[config.mk]
export PLATFORM = sky130hd
export DESIGN_NAME = div_pipeline_top
export DESIGN_NICKNAME = d
export VERILOG_FILES = /design/src/rtl/div_pipeline_top.sv
export SDC_FILE = /design/constraint.sdc
export NUM_CORES = 1
export LEC_CHECK = 0
export BUFFER_PORTS_ARGS = -buffer_cell sky130_fd_sc_hd__buf_2
export CORE_MARGIN = 2
export CORE_UTILIZATION = 64
export DETAILED_ROUTE_END_ITERATION = 8
export PLACE_DENSITY = 0.84
export SETUP_SLACK_MARGIN = 0.3
export SYNTH_ARGS = -nofsm -noshare
export SYNTH_HDL_FRONTEND = slang
export SYNTH_SLANG_ARGS = --single-unit
[constraint.sdc]
create_clock -name clk -period 5.5 [get_ports clk]
set_input_delay 0.55 -clock clk [delete_from_list [all_inputs] [get_ports clk]]
set_output_delay 0.55 -clock clk [all_outputs]
set_load 0.005 [all_outputs]
[src/rtl/div_pipeline_top.sv]
// rtl/div_pipeline_top.sv - pipelined unsigned shift-subtract divider, one quotient bit per stage

// One shift-subtract step with its result registered; gated by the incoming valid.
module div_stage #(
  parameter int N = 4,
  parameter int M = 4
) (
  input  logic         clk_i,
  input  logic         rst_i,
  input  logic         valid_i,
  input  logic [M:0]   r_i,
  input  logic [N-1:0] dvd_i,
  input  logic [M-1:0] dvs_i,
  input  logic [N-1:0] quo_i,
  input  logic         zero_i,
  output logic         valid_o,
  output logic [M:0]   r_o,
  output logic [N-1:0] dvd_o,
  output logic [M-1:0] dvs_o,
  output logic [N-1:0] quo_o,
  output logic         zero_o
);

  logic         valid_q;
  logic [M:0]   r_q, r_d;
  logic [N-1:0] dvd_q, dvd_d;
  logic [M-1:0] dvs_q;
  logic [N-1:0] quo_q, quo_d;
  logic         zero_q;
  logic [M:0]   t;
  logic [M:0]   dvs_ext;
  logic         qbit;

  // Trial subtraction of the divisor from the remainder with the next dividend bit shifted in.
  // r_i[M] is always 0 for a nonzero divisor; folding it in keeps the step correct regardless.
  always_comb begin
    t       = {r_i[M-1:0], dvd_i[N-1]};
    dvs_ext = {1'b0, dvs_i};
    r_d     = t;
    qbit    = 1'b0;
    if (r_i[M] || (t >= dvs_ext)) begin
      r_d  = t - dvs_ext;
      qbit = 1'b1;
    end
    dvd_d = dvd_i << 1;
    quo_d = {quo_i[N-2:0], qbit};
  end

  // Valid advances every cycle; data registers load only behind a valid operand.
  always_ff @(posedge clk_i) begin
    if (rst_i) begin
      valid_q <= 1'b0;
      r_q     <= '0;
      dvd_q   <= '0;
      dvs_q   <= '0;
      quo_q   <= '0;
      zero_q  <= 1'b0;
    end else begin
      valid_q <= valid_i;
      if (valid_i) begin
        r_q    <= r_d;
        dvd_q  <= dvd_d;
        dvs_q  <= dvs_i;
        quo_q  <= quo_d;
        zero_q <= zero_i;
      end
    end
  end

  assign valid_o = valid_q;
  assign r_o     = r_q;
  assign dvd_o   = dvd_q;
  assign dvs_o   = dvs_q;
  assign quo_o   = quo_q;
  assign zero_o  = zero_q;

endmodule

// N-stage divider: stage 0 fed from the ports, stages 1..N-1 chained, results from the last stage.
module div_pipeline_top #(
  parameter int N = 4,
  parameter int M = 4
) (
  input  logic         clk,
  input  logic         rst,
  input  logic         data_rdy,
  input  logic [N-1:0] dividend,
  input  logic [M-1:0] divisor,
  output logic         res_rdy,
  output logic [N-1:0] quotient,
  output logic [M-1:0] remainder,
  output logic         div_zero
);

  logic         valid_s [N];
  logic [M:0]   r_s     [N];
  logic [N-1:0] dvd_s   [N];
  logic [M-1:0] dvs_s   [N];
  logic [N-1:0] quo_s   [N];
  logic         zero_s  [N];

  div_stage #(.N(N), .M(M)) u_stage0 (
    .clk_i   (clk),
    .rst_i   (rst),
    .valid_i (data_rdy),
    .r_i     ('0),
    .dvd_i   (dividend),
    .dvs_i   (divisor),
    .quo_i   ('0),
    .zero_i  (divisor == '0),
    .valid_o (valid_s[0]),
    .r_o     (r_s[0]),
    .dvd_o   (dvd_s[0]),
    .dvs_o   (dvs_s[0]),
    .quo_o   (quo_s[0]),
    .zero_o  (zero_s[0])
  );

  for (genvar k = 1; k < N; k++) begin : g_stage
    div_stage #(.N(N), .M(M)) u_stage (
      .clk_i   (clk),
      .rst_i   (rst),
      .valid_i (valid_s[k-1]),
      .r_i     (r_s[k-1]),
      .dvd_i   (dvd_s[k-1]),
      .dvs_i   (dvs_s[k-1]),
      .quo_i   (quo_s[k-1]),
      .zero_i  (zero_s[k-1]),
      .valid_o (valid_s[k]),
      .r_o     (r_s[k]),
      .dvd_o   (dvd_s[k]),
      .dvs_o   (dvs_s[k]),
      .quo_o   (quo_s[k]),
      .zero_o  (zero_s[k])
    );
  end

  // A zero divisor overrides the raw arithmetic with the fixed all-ones / zero-remainder result.
  always_comb begin
    res_rdy   = valid_s[N-1];
    div_zero  = zero_s[N-1];
    quotient  = zero_s[N-1] ? {N{1'b1}} : quo_s[N-1];
    remainder = zero_s[N-1] ? '0 : r_s[N-1][M-1:0];
  end

endmodule
; Word-level counts from Yosys, hierarchy flattened
; Cells that the tools add are included.
[totals]
ff_bits = 55
input_bits = 11
output_inout_bits = 10
word_cells = 44
[classes]
n_addsub = 4
order_cmp = 4
n_mux = 10
reduce_logical = 4
[ops]
columns = op, count
row1 = $ge A5 B4 Y1, 3
row2 = $mux W5, 3
row3 = $mux W4, 3
row4 = $sub A5 B4 Y5, 2
row5 = $sub A1 B4 Y5, 1
row6 = $ge A1 B4 Y1, 1
row7 = $logic_not A4 Y1, 1
row8 = $mux W1, 4
row9 = $sub A4 B4 Y4, 1
row10 = $logic_or A1 B1 Y1, 3

; Logic depth before layout (Yosys ltp)
[logic_depth]
depth_word = 3
mapped_depth = 8
depth_no_buf = 8

; Hierarchy
; From an unflattened synthesis, not the netlist that was laid out.
[unflattened]
hier_cells = 378
hier_area_um2 = 3533.4
[by_module_without_submodules]
columns = mod, n_inst, cells_each, area_each_um2, seq_area_each_um2
row1 = div_stage, 4, 92, 868.3, 360.3
row2 = div_pipeline_top, 1, 10, 60.1, 0.0

; Worst setup path after synthesis
; Ideal clock, no wire load.
[synth_path]
path_type = reg-to-reg
start = register u_stage0.dvs_q[1] (netlist: u_stage0.dvs_o[1])
end = register g_stage[1].u_stage.r_q[3]
setup_time_ns = 0.088
arrival_ns = 1.695
required_time_ns = 5.412
slack_ns = 3.718
path_stages_with_launch = 7
n_path_buf = 0
synth_period_minus_slack_ns = 1.782
path_cell_list = dfxtp_1 inv_1 ha_1 nor2b_1 o31a_1 or4_1 o31ai_1
[synth_via]
elab_chain_cells = 3
word_cells_on_any_way = 4
cone_classes = add/sub: 1 / order compare: 1 / mux: 1 / reduce/logical: 1
[synth_rtl]
columns = element, line
row1 = start: declaration, 27  ; logic [M-1:0] dvs_q;
row2 = start signal: assignment, 63  ; dvs_q <= dvs_i;
row3 = $ge A5 B4 Y1, 41  ; if (r_i[M] || (t >= dvs_ext)) begin
row4 = $logic_or A1 B1 Y1, 41
row5 = $mux W5 *, 41
row6 = end signal: assignment, 61  ; r_q <= r_d;
row7 = end: declaration, 25  ; logic [M:0] r_q, r_d;
; Mark *: on every way between the ends. The rest lies on a longest branch, timed or not.
; A chain may end at the register's enable or synchronous reset.

; Worst setup path after layout
[layout_path]
start = register g_stage[1].u_stage.dvs_q[2]
end = register g_stage[2].u_stage.r_q[0]
[layout_via]
elab_chain_cells = 3
[layout_rtl]
columns = element, line
row1 = start: declaration, 27
row2 = start signal: assignment, 63
row3 = $ge A5 B4 Y1, 41
row4 = $logic_or A1 B1 Y1, 41
row5 = $mux W5, 41
row6 = end signal: assignment, 61
row7 = end: declaration, 25
; No other way between the ends.

==> impl_metrics.tcl <==
set metrics [dict create \
    die-width_um 68.37 \
    start_util 0.6628 \
    start_kind "register" \
    max-slew-margin-rel 0.3285 \
    track_usage 0.2147 \
    vias 2003 \
    hold_buffers 0 \
    antenna_found_initial 0 \
    cts_resized 0 \
    min_to "u_stage0.dvd_o[2]" \
    final.min_clock_period_ns 1.992 \
    drc_errors 0 \
    core-area_um2 4000 \
    combPwrFrac 0.134 \
    holdPathStages 3 \
    clockBufferDepth 2 \
    r2r_cells 7 \
    ys_types 41 \
    seq_area_frac_synth 0.4153 \
    syn-num-nets 317 \
    dr.pass1.iters 4 \
    clkTransAtPathRegs_ns 0.11 \
    path_max_fanout 6 \
    fill_cells 304 \
    grt_setup_unrepaired "no" \
    cts_tree "built" \
    critPathRequiredTime_ns 5.72 \
    viasPerCell 5.658 \
    wire_per_inst_um 13.27 \
    tns_ns 0 \
    ant_nets 0 \
    tightest_slew_ns 1.007 \
    grt_use_met2 0.3604 \
    grt_pass1_wl_um 7493 \
    netSwitchingFraction 0.2793 \
    setup_slack_ns 3.508 \
    grt_use_met1 0.2724 \
    yosysWarnings 0 \
    dpl-instance-area_um2 2764 \
    io_pins 21 \
    status "finished, final reports clean" \
    grt_overflow 0 \
    clock-root-buffer "clkbuf_8" \
    cp-startpoint "g_stage[1].u_stage.dvs_o[2]" \
    min_period_over_period 0.3622 \
    met3_usage 0.04441 \
    synth_ff_type "dfxtp_1" \
    min_from "dividend[1]" \
    drive_above_1_share 0.1217 \
    final_area_um2 2860 \
    layoutNonFillerInstCount 354 \
    grt_most_used_layer "met2" \
    io_buffers 20 \
    synth_area_leaders "dfxtp_1, mux2i_1, ha_1, nor2_1, inv_1" \
    r2r-start "g_stage[1].u_stage.dvs_o[2]" \
    placed_cells 346 \
    worst_r2r_endpoint "g_stage[2].u_stage.r_o[0]" \
    htree_levels 2 \
    max_freq_mhz 502.0 \
    powerDensity_nw_per_um2 267.3 \
    yosys_register_bits 55 \
    p_total_w 0.0007645 \
    crit_arrival_ns 2.21 \
    synth_top_area_cell "dfxtp_1" \
    maxSlewViolCount 0 \
    seqPwrFrac 0.557 \
    cts_buffers 5 \
    place_ws_ns 3.480 \
    drt_iter0_markers 96 \
    postSynthCellCount 289 \
    grt_start_max_net_pins 64 \
    synth_edf_count 0 \
    hpwl_um 3507 \
    rows 23 \
    leakage_nw 1.153 \
    intPower_w 0.0005509 \
    yosysTopAreaCellShare 0.4153 \
    postCtsSetupRepairBufs 0 \
    routed_wl_um 4698 \
    die_h_um 68.37 \
    path_class "reg2reg" \
    clk_latency_ns 0.32 \
    antenna_cells 0 \
    syn_area_per_cell_um2 9.174 \
    peakVddDrop_mv 0.2146 \
    r2r_slack_ns 3.51 \
    nets 331 \
    hp-class "in2reg" \
    fin_worst_skew_ns 0.007438 \
    setup_viol 0 \
    drv_cap 0 \
    gp_congestion 0.8019 \
    hold_violations 0 \
    syn_to_final_growth_pct 7.881 \
    p_sw_w 0.0002135 \
    p_clk_frac 0.309 \
    syn-cell-area_um2 2651 \
    clock-sinks 55 \
    ys_async_sr_fraction 0 \
    first_global_vias 1647 \
    end_kind "register" \
    die_area_um2 4674 \
]
[worst max-delay path, cell delays in order, from the launching register on]
cell and delay, ns:
dfxtp_1 0.38, inv_1 0.06, ha_1 0.37, nand3b_1 0.18, a31oi_2 0.23, nor2b_2 0.11, or4b_1 0.47, o311ai_1 0.10
[power groups by stage]
stage / logic, W / clock network [W] / registers (W)
after floorplan: 0.0000871 / 0 / 0.000427
after CTS: 0.000103 / 0.000242 / 0.000426
after detailed placement: 0.000102 / 0 / 0.000435
after global placement: 0.0000992 / 0 / 0.000434
after global routing: 0.000117 / 0.000255 / 0.000428
final: 0.000103 / 0.000236 / 0.000426
[how the worst max path moves through the flow]
stage,endpoint,slack (ns),cells past startpoint
after CTS,g_stage[2].u_stage.r_o[1],3.52,7
after global routing,g_stage[2].u_stage.r_o[0],3.36,7
after global placement,g_stage[1].u_stage.r_o[3],3.50,4
after floorplan,g_stage[1].u_stage.r_o[3],3.72,6
after detailed placement,g_stage[1].u_stage.r_o[0],3.48,5
final,g_stage[2].u_stage.r_o[0],3.51,7
[cell usage after synthesis, types with 2 or more instances]
| cell type | n |
|---|---|
| nor2b_1 | 7 |
| o21ai_2 | 2 |
| o311ai_0 | 5 |
| clkbuf_1 | 8 |
| o311ai_1 | 2 |
| or4b_1 | 4 |
| o21a_1 | 2 |
| a21oi_1 | 14 |
| nand3b_1 | 2 |
| a211oi_1 | 7 |
| buf_1 | 4 |
| nor4_1 | 2 |
| ha_1 | 14 |
| or2_2 | 4 |
| nor2_1 | 43 |
| nand2_1 | 7 |
| mux2i_1 | 31 |
| inv_1 | 29 |
| dfxtp_1 | 55 |
| o31ai_1 | 2 |
| xnor2_1 | 4 |
| o21ai_0 | 5 |
| nand4_1 | 3 |
| nand3_1 | 3 |
| nand2b_1 | 6 |
| nor3_1 | 4 |
| fa_1 | 3 |
| nand4b_1 | 4 |
[routing by layer]
| layer | wire (µm) | up-vias | part of all wire |
|---|---|---|---|
| met5 | 0 | - | 0 |
| met1 | 2120 | 914 | 0.45 |
| met2 | 2291 | 50 | 0.49 |
| met3 | 234 | 6 | 0.050 |
| met4 | 51 | 0 | 0.011 |
| li1 | - | 1033 | - |
[kinds of logic (layout without fill, tap and decap cells)]
kind of cell	count (synthesis)	after routing	synth area share
compound gates	49	49	0.1298
xor+xnor	4	4	0.01321
fa+ha+maj	17	17	0.08872
buf+inv	42	57	0.05993
flops	55	55	0.4153
mux	31	31	0.1170
simple gates	91	91	0.1760
[registers in the layout, summed over array words and instances (netlist names)]
name,count
u_stage0.valid_o,1
g_stage.u_stage.quo_o,9
u_stage0.dvs_o,4
u_stage0.zero_o,1
g_stage.u_stage.zero_o,3
u_stage0.r_o,5
g_stage.u_stage.dvs_o,8
g_stage.u_stage.dvd_o,3
g_stage.u_stage.valid_o,3
u_stage0.quo_o,1
u_stage0.dvd_o,3
g_stage.u_stage.r_o,14
[layout make-up]
cell class              count  area (µm²)  share of cell area
multi-input cells         192        1391              0.4864
clock inverters             3       27.53            0.009624
clock buffers               5       68.82             0.02406
inverters                  29       108.9             0.03806
repair buffers             20       100.1             0.03500
flip-flops and latches     55        1101              0.3850
well taps                  50       62.56             0.02187
[stage by stage]
stage,hold slack (ns),utilization
after floorplan,0.4404,-
after global placement,0.4544,0.6910
after detailed placement,0.4580,0.6910
after CTS,0.4603,0.7150
after global routing,0.4782,0.7150
final,0.4635,0.7150
[cell usage in the layout, fill, tap and decap left out, drive strengths merged, types with 2 or more instances in the layout]
cell / synthesis / layout
nand3: 3 / 3
o31ai: 2 / 2
or4b: 4 / 4
clkbuf: 8 / 5
nor4: 2 / 2
dfxtp: 55 / 55
nand3b: 2 / 2
nor2: 43 / 43
a211oi: 7 / 7
mux2i: 31 / 31
nand4: 3 / 3
a21oi: 15 / 15
xnor2: 4 / 4
buf: 5 / 20
a31oi: 2 / 2
nand4b: 4 / 4
ha: 14 / 14
nand2: 7 / 7
o21ai: 7 / 7
nor2b: 8 / 8
inv: 29 / 31
o311ai: 7 / 7
o21a: 2 / 2
nand2b: 6 / 6
fa: 3 / 3
or2: 4 / 4
nor3: 4 / 4
Power figures use the tool's default switching activity.
